**src/rtl/rv32i_memstage_hs_if.sv**
```systemverilog
// Data-memory port: request/ack handshake with byte-lane write data and a read word.
interface rv32i_memstage_hs_if #(
  parameter int ADDR_W = 32
);
  logic              req;
  logic              we;
  logic [ADDR_W-1:0] addr;
  logic [3:0]        be;
  logic [31:0]       wdata;
  logic              ack;
  logic [31:0]       rdata;

  modport master (output req, we, addr, be, wdata, input ack, rdata);
  modport slave  (input req, we, addr, be, wdata, output ack, rdata);
endinterface

```
**src/rtl/rv32i_memstage_hs.sv**
```systemverilog
// RV32I memory stage: request issued combinationally, result in W one edge after ack (or fault);
// StallM holds the pipeline until ack, and a timeout aborts the access.
module rv32i_memstage_hs #(
  parameter int ADDR_W  = 32,
  parameter int TIMEOUT = 16,
  parameter int CNT_W   = 5
) (
  input  logic                clk,
  input  logic                rst,
  input  logic                ValidM,
  input  logic                RegWriteM,
  input  logic [1:0]          ResultSrcM,
  input  logic                MemReadM,
  input  logic                MemWriteM,
  input  logic [2:0]          SizeM,
  input  logic [31:0]         ALUResultM,
  input  logic [31:0]         WriteDataM,
  input  logic [31:0]         PCPlus4M,
  input  logic [4:0]          RdM,
  rv32i_memstage_hs_if.master dmem,
  output logic                StallM,
  output logic                RegWriteW,
  output logic [4:0]          RdW,
  output logic [1:0]          ResultSrcW,
  output logic [31:0]         ALUResultW,
  output logic [31:0]         ReadDataW,
  output logic [31:0]         PCPlus4W,
  output logic                ValidW,
  output logic                MisalignW,
  output logic                TimeoutW
);
  localparam logic [0:0] S_IDLE = 1'b0;
  localparam logic [0:0] S_WAIT = 1'b1;

  logic [0:0]       state;
  logic [CNT_W-1:0] cnt;
  logic [1:0]       lane;
  logic             misalign, access, mis_fault, mem_op;
  logic             timeout_hit, abort, ack_ok, fault;
  logic [ADDR_W+1:0] addr_wide;
  logic [31:0]      shifted, load_data;
  logic [15:0]      half;

  assign lane = ALUResultM[1:0];

  always_comb begin
    misalign = 1'b0;
    case (SizeM[1:0])
      2'b01:   misalign = lane[0];
      2'b10:   misalign = |lane;
      default: misalign = 1'b0;
    endcase
  end

  assign access    = ValidM & (MemReadM | MemWriteM);
  assign mis_fault = access & misalign;
  assign mem_op    = access & ~misalign;

  // cnt only reaches TIMEOUT while waiting; a same-cycle ack beats the abort
  assign timeout_hit = (TIMEOUT != 0) && (state == S_WAIT) && (cnt == CNT_W'(TIMEOUT));
  assign abort       = mem_op & timeout_hit & ~dmem.ack;

  assign dmem.req = rst & mem_op & ~abort;
  assign dmem.we  = rst & MemWriteM;
  assign ack_ok   = dmem.req & dmem.ack;
  assign StallM   = dmem.req & ~dmem.ack;
  assign fault    = mis_fault | abort;

  assign addr_wide = (ADDR_W + 2)'(ALUResultM);
  assign dmem.addr = addr_wide[ADDR_W+1:2];

  always_comb begin
    dmem.be    = 4'b1111;
    dmem.wdata = WriteDataM;
    case (SizeM[1:0])
      2'b00: begin
        dmem.be    = 4'b0001 << lane;
        dmem.wdata = {4{WriteDataM[7:0]}};
      end
      2'b01: begin
        dmem.be    = 4'b0011 << lane;
        dmem.wdata = {2{WriteDataM[15:0]}};
      end
      default: ;
    endcase
  end

  assign shifted = dmem.rdata >> {lane, 3'b000};
  assign half    = lane[1] ? dmem.rdata[31:16] : dmem.rdata[15:0];

  always_comb begin
    load_data = dmem.rdata;
    case (SizeM)
      3'b000:  load_data = {{24{shifted[7]}}, shifted[7:0]};
      3'b100:  load_data = {24'b0, shifted[7:0]};
      3'b001:  load_data = {{16{half[15]}}, half};
      3'b101:  load_data = {16'b0, half};
      default: load_data = dmem.rdata;
    endcase
  end

  always_ff @(posedge clk or negedge rst) begin
    if (!rst) begin
      state <= S_IDLE;
      cnt   <= '0;
    end else if (StallM) begin
      state <= S_WAIT;
      cnt   <= cnt + CNT_W'(1);
    end else begin
      state <= S_IDLE;
      cnt   <= '0;
    end
  end

  always_ff @(posedge clk or negedge rst) begin
    if (!rst) begin
      ValidW     <= 1'b0;
      RegWriteW  <= 1'b0;
      MisalignW  <= 1'b0;
      TimeoutW   <= 1'b0;
      RdW        <= '0;
      ResultSrcW <= '0;
      ALUResultW <= '0;
      ReadDataW  <= '0;
      PCPlus4W   <= '0;
    end else if (StallM) begin
      ValidW    <= 1'b0;
      RegWriteW <= 1'b0;
      MisalignW <= 1'b0;
      TimeoutW  <= 1'b0;
    end else begin
      ValidW     <= ValidM;
      RegWriteW  <= RegWriteM & ValidM & ~fault;
      MisalignW  <= mis_fault;
      TimeoutW   <= abort;
      RdW        <= RdM;
      ResultSrcW <= ResultSrcM;
      ALUResultW <= ALUResultM;
      PCPlus4W   <= PCPlus4M;
      if (ack_ok) ReadDataW <= load_data;
    end
  end
endmodule

```
**src/flat_wrapper.sv**
```systemverilog
// flat-port wrapper written by rule: the top's interface ports become plain ports
module rv32i_memstage_hs_flat 
#(
  parameter int ADDR_W  = 32,
  parameter int TIMEOUT = 16,
  parameter int CNT_W   = 5
)
  (clk, rst, ValidM, RegWriteM, ResultSrcM, MemReadM, MemWriteM, SizeM, ALUResultM, WriteDataM, PCPlus4M, RdM, StallM, RegWriteW, RdW, ResultSrcW, ALUResultW, ReadDataW, PCPlus4W, ValidW, MisalignW, TimeoutW, dmem_req, dmem_we, dmem_addr, dmem_be, dmem_wdata, dmem_ack, dmem_rdata);
  rv32i_memstage_hs_if #(.ADDR_W(ADDR_W)) dmem_i ();
  input  logic clk;
  input  logic rst;
  input  logic ValidM;
  input  logic RegWriteM;
  input  logic [1:0] ResultSrcM;
  input  logic MemReadM;
  input  logic MemWriteM;
  input  logic [2:0] SizeM;
  input  logic [31:0] ALUResultM;
  input  logic [31:0] WriteDataM;
  input  logic [31:0] PCPlus4M;
  input  logic [4:0] RdM;
  output logic StallM;
  output logic RegWriteW;
  output logic [4:0] RdW;
  output logic [1:0] ResultSrcW;
  output logic [31:0] ALUResultW;
  output logic [31:0] ReadDataW;
  output logic [31:0] PCPlus4W;
  output logic ValidW;
  output logic MisalignW;
  output logic TimeoutW;
  output wire logic [$bits(dmem_i.req)-1:0] dmem_req;
  output wire logic [$bits(dmem_i.we)-1:0] dmem_we;
  output wire logic [$bits(dmem_i.addr)-1:0] dmem_addr;
  output wire logic [$bits(dmem_i.be)-1:0] dmem_be;
  output wire logic [$bits(dmem_i.wdata)-1:0] dmem_wdata;
  input wire logic [$bits(dmem_i.ack)-1:0] dmem_ack;
  input wire logic [$bits(dmem_i.rdata)-1:0] dmem_rdata;
  assign dmem_req = dmem_i.req;
  assign dmem_we = dmem_i.we;
  assign dmem_addr = dmem_i.addr;
  assign dmem_be = dmem_i.be;
  assign dmem_wdata = dmem_i.wdata;
  assign dmem_i.ack = dmem_ack;
  assign dmem_i.rdata = dmem_rdata;
  rv32i_memstage_hs #(.ADDR_W(ADDR_W), .TIMEOUT(TIMEOUT), .CNT_W(CNT_W)) u_core (.clk(clk), .rst(rst), .ValidM(ValidM), .RegWriteM(RegWriteM), .ResultSrcM(ResultSrcM), .MemReadM(MemReadM), .MemWriteM(MemWriteM), .SizeM(SizeM), .ALUResultM(ALUResultM), .WriteDataM(WriteDataM), .PCPlus4M(PCPlus4M), .RdM(RdM), .dmem(dmem_i), .StallM(StallM), .RegWriteW(RegWriteW), .RdW(RdW), .ResultSrcW(ResultSrcW), .ALUResultW(ALUResultW), .ReadDataW(ReadDataW), .PCPlus4W(PCPlus4W), .ValidW(ValidW), .MisalignW(MisalignW), .TimeoutW(TimeoutW));
endmodule
```
**config.mk**
```make
export PLATFORM = sky130hd
export DESIGN_NAME = rv32i_memstage_hs_flat
export DESIGN_NICKNAME = d
export VERILOG_FILES = /design/src/rtl/rv32i_memstage_hs_if.sv /design/src/rtl/rv32i_memstage_hs.sv /design/src/flat_wrapper.sv
export SDC_FILE = /design/constraint.sdc
export NUM_CORES = 1
export LEC_CHECK = 0
export BUFFER_PORTS_ARGS = -buffer_cell sky130_fd_sc_hd__buf_4
export CORE_AREA = 2 2 124 126
export DETAILED_ROUTE_END_ITERATION = 10
export DIE_AREA = 0 0 126 128
export GPL_ROUTABILITY_DRIVEN = 1
export PLACE_DENSITY_LB_ADDON = 0.08
export SYNTH_ARGS = -nofsm -noshare
export SYNTH_HDL_FRONTEND = slang
export SYNTH_SLANG_ARGS = --single-unit
```
**constraint.sdc**
```tcl
create_clock -name clk -period 3.15 [get_ports clk]
set_input_delay 0.315 -clock clk [delete_from_list [all_inputs] [get_ports clk]]
set_output_delay 0.315 -clock clk [all_outputs]
set_load 0.005 [all_outputs]
```
# Word-level counts from Yosys, hierarchy flattened
# Index checks and enable logic that the tools add are counted.
# W data, S select, Z words.
# op_classes
n_addsub,1
eq_ne,6
n_shift,3
mux,11
bitwise,19
reduce_logical,5
# ops
operator,count
$pmux W32 S4,1
$pmux W32 S2,1
$shr A32 B5 Y8,1
$mux W16,1
$and A1 B1 Y1,12
$pmux W4 S2,1
$eq A3 B3 Y1 const B,2
$add A5 B1 Y5 const B,1
$eq A5 B5 Y1 const B,1
$mux W1,5
$mux W5,1
$not A1 Y1,5
$shl A1 B2 Y4 const A,1
$shl A2 B2 Y4 const A,1
$eq A3 B1 Y1 const B,1
$logic_not A3 Y1,1
$eq A2 B1 Y1 const B,1
$eq A2 B2 Y1 const B,1
$logic_not A2 Y1,1
$or A1 B1 Y1,2
$pmux W1 S2,1
$reduce_and A2 Y1,1
$reduce_or A2 Y1,1
$logic_and A1 B1 Y1,1
# totals
reg_bits,113
inputBits,145
out_inout_bits,178

# Logic depth before layout (Yosys ltp)
# logic_depth
ltp_word,11
ltp_mapped,11

# Worst setup path before layout
# Ideal clock, no wire load.
# synth_path
kind,input to register
startpoint,input port SizeM[1]
endpoint,register u_core.ALUResultW[29]
arrival_ps,2309
required_ps,3025
path_slack_ps,716
cell_stages,11
n_path_buf,5
cell_sequence,clkbuf_1 > inv_1 > ha_1 > buf_2 > nand3_1 > nand4_1 > or3_1 > buf_2 > buf_6 > buf_6 > mux2_4
# synth_between
elab_chain_len,9
word_cells_on_any_way,11
classes_between,2 x eq/ne; 1 x mux; 8 x bitwise
# synth_lines
element,line_no,text
from (decl),flat_wrapper.sv:17,input logic [2:0] SizeM;
$eq A2 B2 Y1 / $eq A2 B1 Y1 (equally long branches),rv32i_memstage_hs.sv:48,case (SizeM[1:0])
$pmux W1 S2 *,rv32i_memstage_hs.sv:48,
$not A1 Y1 *,rv32i_memstage_hs.sv:57,assign mem_op = access & ~misalign;
$and A1 B1 Y1 *,rv32i_memstage_hs.sv:57,
$and A1 B1 Y1 (2 in a row),rv32i_memstage_hs.sv:61,assign abort = mem_op & timeout_hit & ~dmem.ack;
$not A1 Y1,rv32i_memstage_hs.sv:63,assign dmem.req = rst & mem_op & ~abort;
$and A1 B1 Y1 *,rv32i_memstage_hs.sv:63,
$and A1 B1 Y1 *,rv32i_memstage_hs.sv:66,assign StallM = dmem.req & ~dmem.ack;
to (signal assigned),rv32i_memstage_hs.sv:138,ALUResultW <= ALUResultM;
to (decl),rv32i_memstage_hs.sv:25,"output logic [31:0] ALUResultW,"
# Mark *: on every way between the ends. The rest lies on a longest branch, timed or not.
# A chain may end at the register's enable or synchronous reset.

# Worst setup path after layout
# layout_path
startpoint,register u_core.cnt[0]
endpoint,output port StallM
# layout_between
elab_chain_len,7
# layout_lines
element,line_no,text
from (decl),rv32i_memstage_hs.sv:36,logic [CNT_W-1:0] cnt;
from (signal assigned),rv32i_memstage_hs.sv:108,cnt <= cnt + CNT_W'(1);
$eq A5 B5 Y1,rv32i_memstage_hs.sv:60,assign timeout_hit = (TIMEOUT != 0) && (state == S_WAIT) && (cnt == CNT_W'(TIMEOUT));
$logic_and A1 B1 Y1,rv32i_memstage_hs.sv:60,
$and A1 B1 Y1 (2 in a row),rv32i_memstage_hs.sv:61,
$not A1 Y1,rv32i_memstage_hs.sv:63,
$and A1 B1 Y1,rv32i_memstage_hs.sv:63,
$and A1 B1 Y1,rv32i_memstage_hs.sv:66,
to (decl),flat_wrapper.sv:22,output logic StallM;
# No other way between the ends.

==> impl_results.md <==
- Status: complete, no violations
- Core area: 14,900 um^2
- Top-Level Pins: 323
- Fin nets: 948
- ANT cells: 0
- Worst endpoint data arrival time: 2.35 ns
- Worst hold path class: in -> async
- Fmax: 375 MHz
- Vias in the first global route: 4,924
- Clock sink count: 113
- Die width: 126 um
- Ys async rst share: 100%
- Gpl congestion: 0.868
- Endpoints failing hold: 0
- Via density: 5.06
- Crit path time final: 2.67 ns
- Post-CTS sizing: 0
- Post-route ant nets: 0
- Data required time of the worst path: 2.83 ns
- Dpl hpwl: 13,500 um
- Slew at the pin closest to its max-slew limit: 0.918 ns
- Clock Tree Root: clkbuf_16
- Post-route cell area: 8620 um^2
- Initial antenna violation count: 0
- Leakage Power: 4.24 nW
- Netlist Area Pre-Place: 5790 um^2
- Final setup viols: 0
- Largest net degree at the start of global routing: 74
- Most frequent cells in the layout: buf_4 (327), dfrtp_1 (113), mux2_2 (82)
- Area delta synth->final: 48.9%
- Synth warn: 0
- Starting Density: 38.9%
- Cts hold-fix bufs: 0
- Final WL: 17,500 um
- First DRT Iteration DRCs: 268
- Final slew viol count: 0
- Max-Cap Viols: 0
- Number of port buffers: 320
- Clock transition at path regs: 0.05 ns
- RSZ-0062 raised after global routing: no
- Grt total ovfl: 0
- Clock latency on the worst-skew pair: 0.40 ns
- WL/cell: 17.5 um
- Max VDD drop: 0.276 mV
- Normalized max-slew margin: 38.8%
- Ys flop type: dfrtp_1
- TritonCTS clock tree: built
- CTS Buf Count: 17
- Die area: 16,100 um^2
- Crit share post-route: 84.7%
- Number of H-tree levels: 4
- Residual DRC: 0
- Total negative setup slack: 0 ns
- Critical path class: reg -> out
- Avg Inst Size Synth: 11.0 um^2
- Post-Syn Instances: 525
- Commonest non-fill, non-tap cell in the layout: buf_4
- EDFF count, synth: 0
- First-pass GRT wire length: 26,700 um
- Final cell count without fillers: 998
- # placed instances: 966
- Worst-path maximum fanout: 15
- Share of layout cells above drive strength 1: 55.2%
- Die height: 128 um
- Global-route usage over all layers: 21.0%
- Fin Clk Skew: 0.00452 ns
- Pwr Density: 524 nW/um^2
- Post-synthesis sequential area ratio: 48.9%
- Final core area utilization: 58.0%
- Clk buf depth: 2
- Overall power: 4.52 mW
- Postcts setup bufs: 0
- Post-DP Area: 8040 um^2
- Routed via count: 5,053
- Critical path launch point type: flop
- DR pass1 iterations: 5
- Distinct cells, synth: 48
- Crit path capture type: output pin
- Floorplan row count: 45
- Number of synthesized register bits: 113
==> critical path: stages (launching register included) <==
cell	delay (ns)
dfrtp_1	0.39
inv_1	0.06
ha_1	0.18
nor4b_1	0.14
and3_1	0.21
or3_2	0.68
inv_1	0.15
buf_4	0.13
==> routing by layer <==
layer  global-route usage (%)  share of wire [%]  vias to the layer above
met3                     7.10                8.2                        8
met4                     5.24               0.53                        0
met5                        0                  0                        -
met2                     34.9                 51                      228
met1                     26.5                 40                     2451
li1                         -                  -                     2366
==> registers in the layout, indices dropped and copies added, names as in the netlist <==
signal and cells:
u_core.ResultSrcW 2, u_core.RegWriteW 1, u_core.TimeoutW 1, u_core.ReadDataW 32, u_core.ValidW 1, u_core.state 1, u_core.cnt 5, u_core.RdW 5
u_core.ALUResultW 32, u_core.MisalignW 1, u_core.PCPlus4W 32
==> final cells by class <==
| class | count | area [um^2] |
|---|---|---|
| inverters | 9 | 33.8 |
| clock inverters | 10 | 109 |
| multi-input cells | 328 | 2470 |
| fillers | 1309 | 6240 |
| repair buffers | 328 | 2470 |
| clock buffers | 22 | 474 |
| well taps | 188 | 235 |
| flip-flops and latches | 113 | 2830 |
==> Yosys cell counts (3+ instances only) <==
master / n / area share [%]
dfrtp_1: 113 / 49
nor2_1: 11 / 0.71
mux2i_1: 16 / 2.8
o21ai_0: 30 / 2.6
buf_6: 3 / 0.58
mux2_2: 82 / 16
nand4_1: 3 / 0.32
buf_1: 4 / 0.26
o22ai_1: 13 / 1.4
o21a_1: 9 / 1.2
a21oi_1: 9 / 0.78
o211ai_1: 16 / 2.1
nand3b_1: 6 / 0.78
clkbuf_1: 19 / 1.2
inv_1: 9 / 0.58
nand3_1: 8 / 0.69
buf_2: 10 / 0.86
nand2_1: 63 / 4.1
a22o_1: 8 / 1.2
buf_4: 40 / 5.2
ha_1: 6 / 1.3
a22oi_1: 9 / 1.2
a31oi_1: 3 / 0.32
and3_1: 3 / 0.32
nor3b_1: 3 / 0.39
==> kinds of logic (layout without fill, tap and decap cells) <==
family                     count (synthesis)  count (layout)  share of synthesized area (%)
xor gates and xnor gates                   3               3                          0.454
and+or+nand+nor                          109             109                           8.73
muxes                                    100             100                           19.2
DFF                                      113             113                           48.9
other                                      1               2                         0.0648
buffers and inverters                     85             369                           8.71
AOI/OAI and AO/OA                        108             108                           12.6
adders and majority gates                  6               6                           1.30
==> path summary, 6_finish.rpt <==
| check | from | to | slack (ns) | depth (start not counted) |
|---|---|---|---|---|
| setup / recovery | u_core.cnt[0] | StallM | 0.48 | 7 |
| hold reg to reg | u_core.ReadDataW[4] | u_core.ReadDataW[4] | 0.48 | 2 |
| hold / removal | rst | u_core.ReadDataW[6] | 0.03 | 2 |
| min in group clk | PCPlus4M[6] | u_core.PCPlus4W[6] | 0.15 | 2 |
| max in group asynchronous | rst | u_core.PCPlus4W[27] | 2.36 | 2 |
| setup reg to reg | u_core.cnt[0] | u_core.PCPlus4W[24] | 0.73 | 7 |
==> power breakdown <==
part,switching (mW),internal [mW]
combinational,0.401,0.551
sequential,0.0946,1.62
clock,0.635,1.22
total,1.13,3.39
==> stage by stage <==
step | setup WS, ns | hold slack, ns
finish | 0.483 | 0.0288
global route | 0.358 | 0.0459
CTS | 0.456 | 0.0264
detailed placement | 0.505 | 0.468
global placement | 0.563 | 0.450
floorplan | 0.716 | 0.0194
No activity file was read; power rests on OpenSTA's default activity.
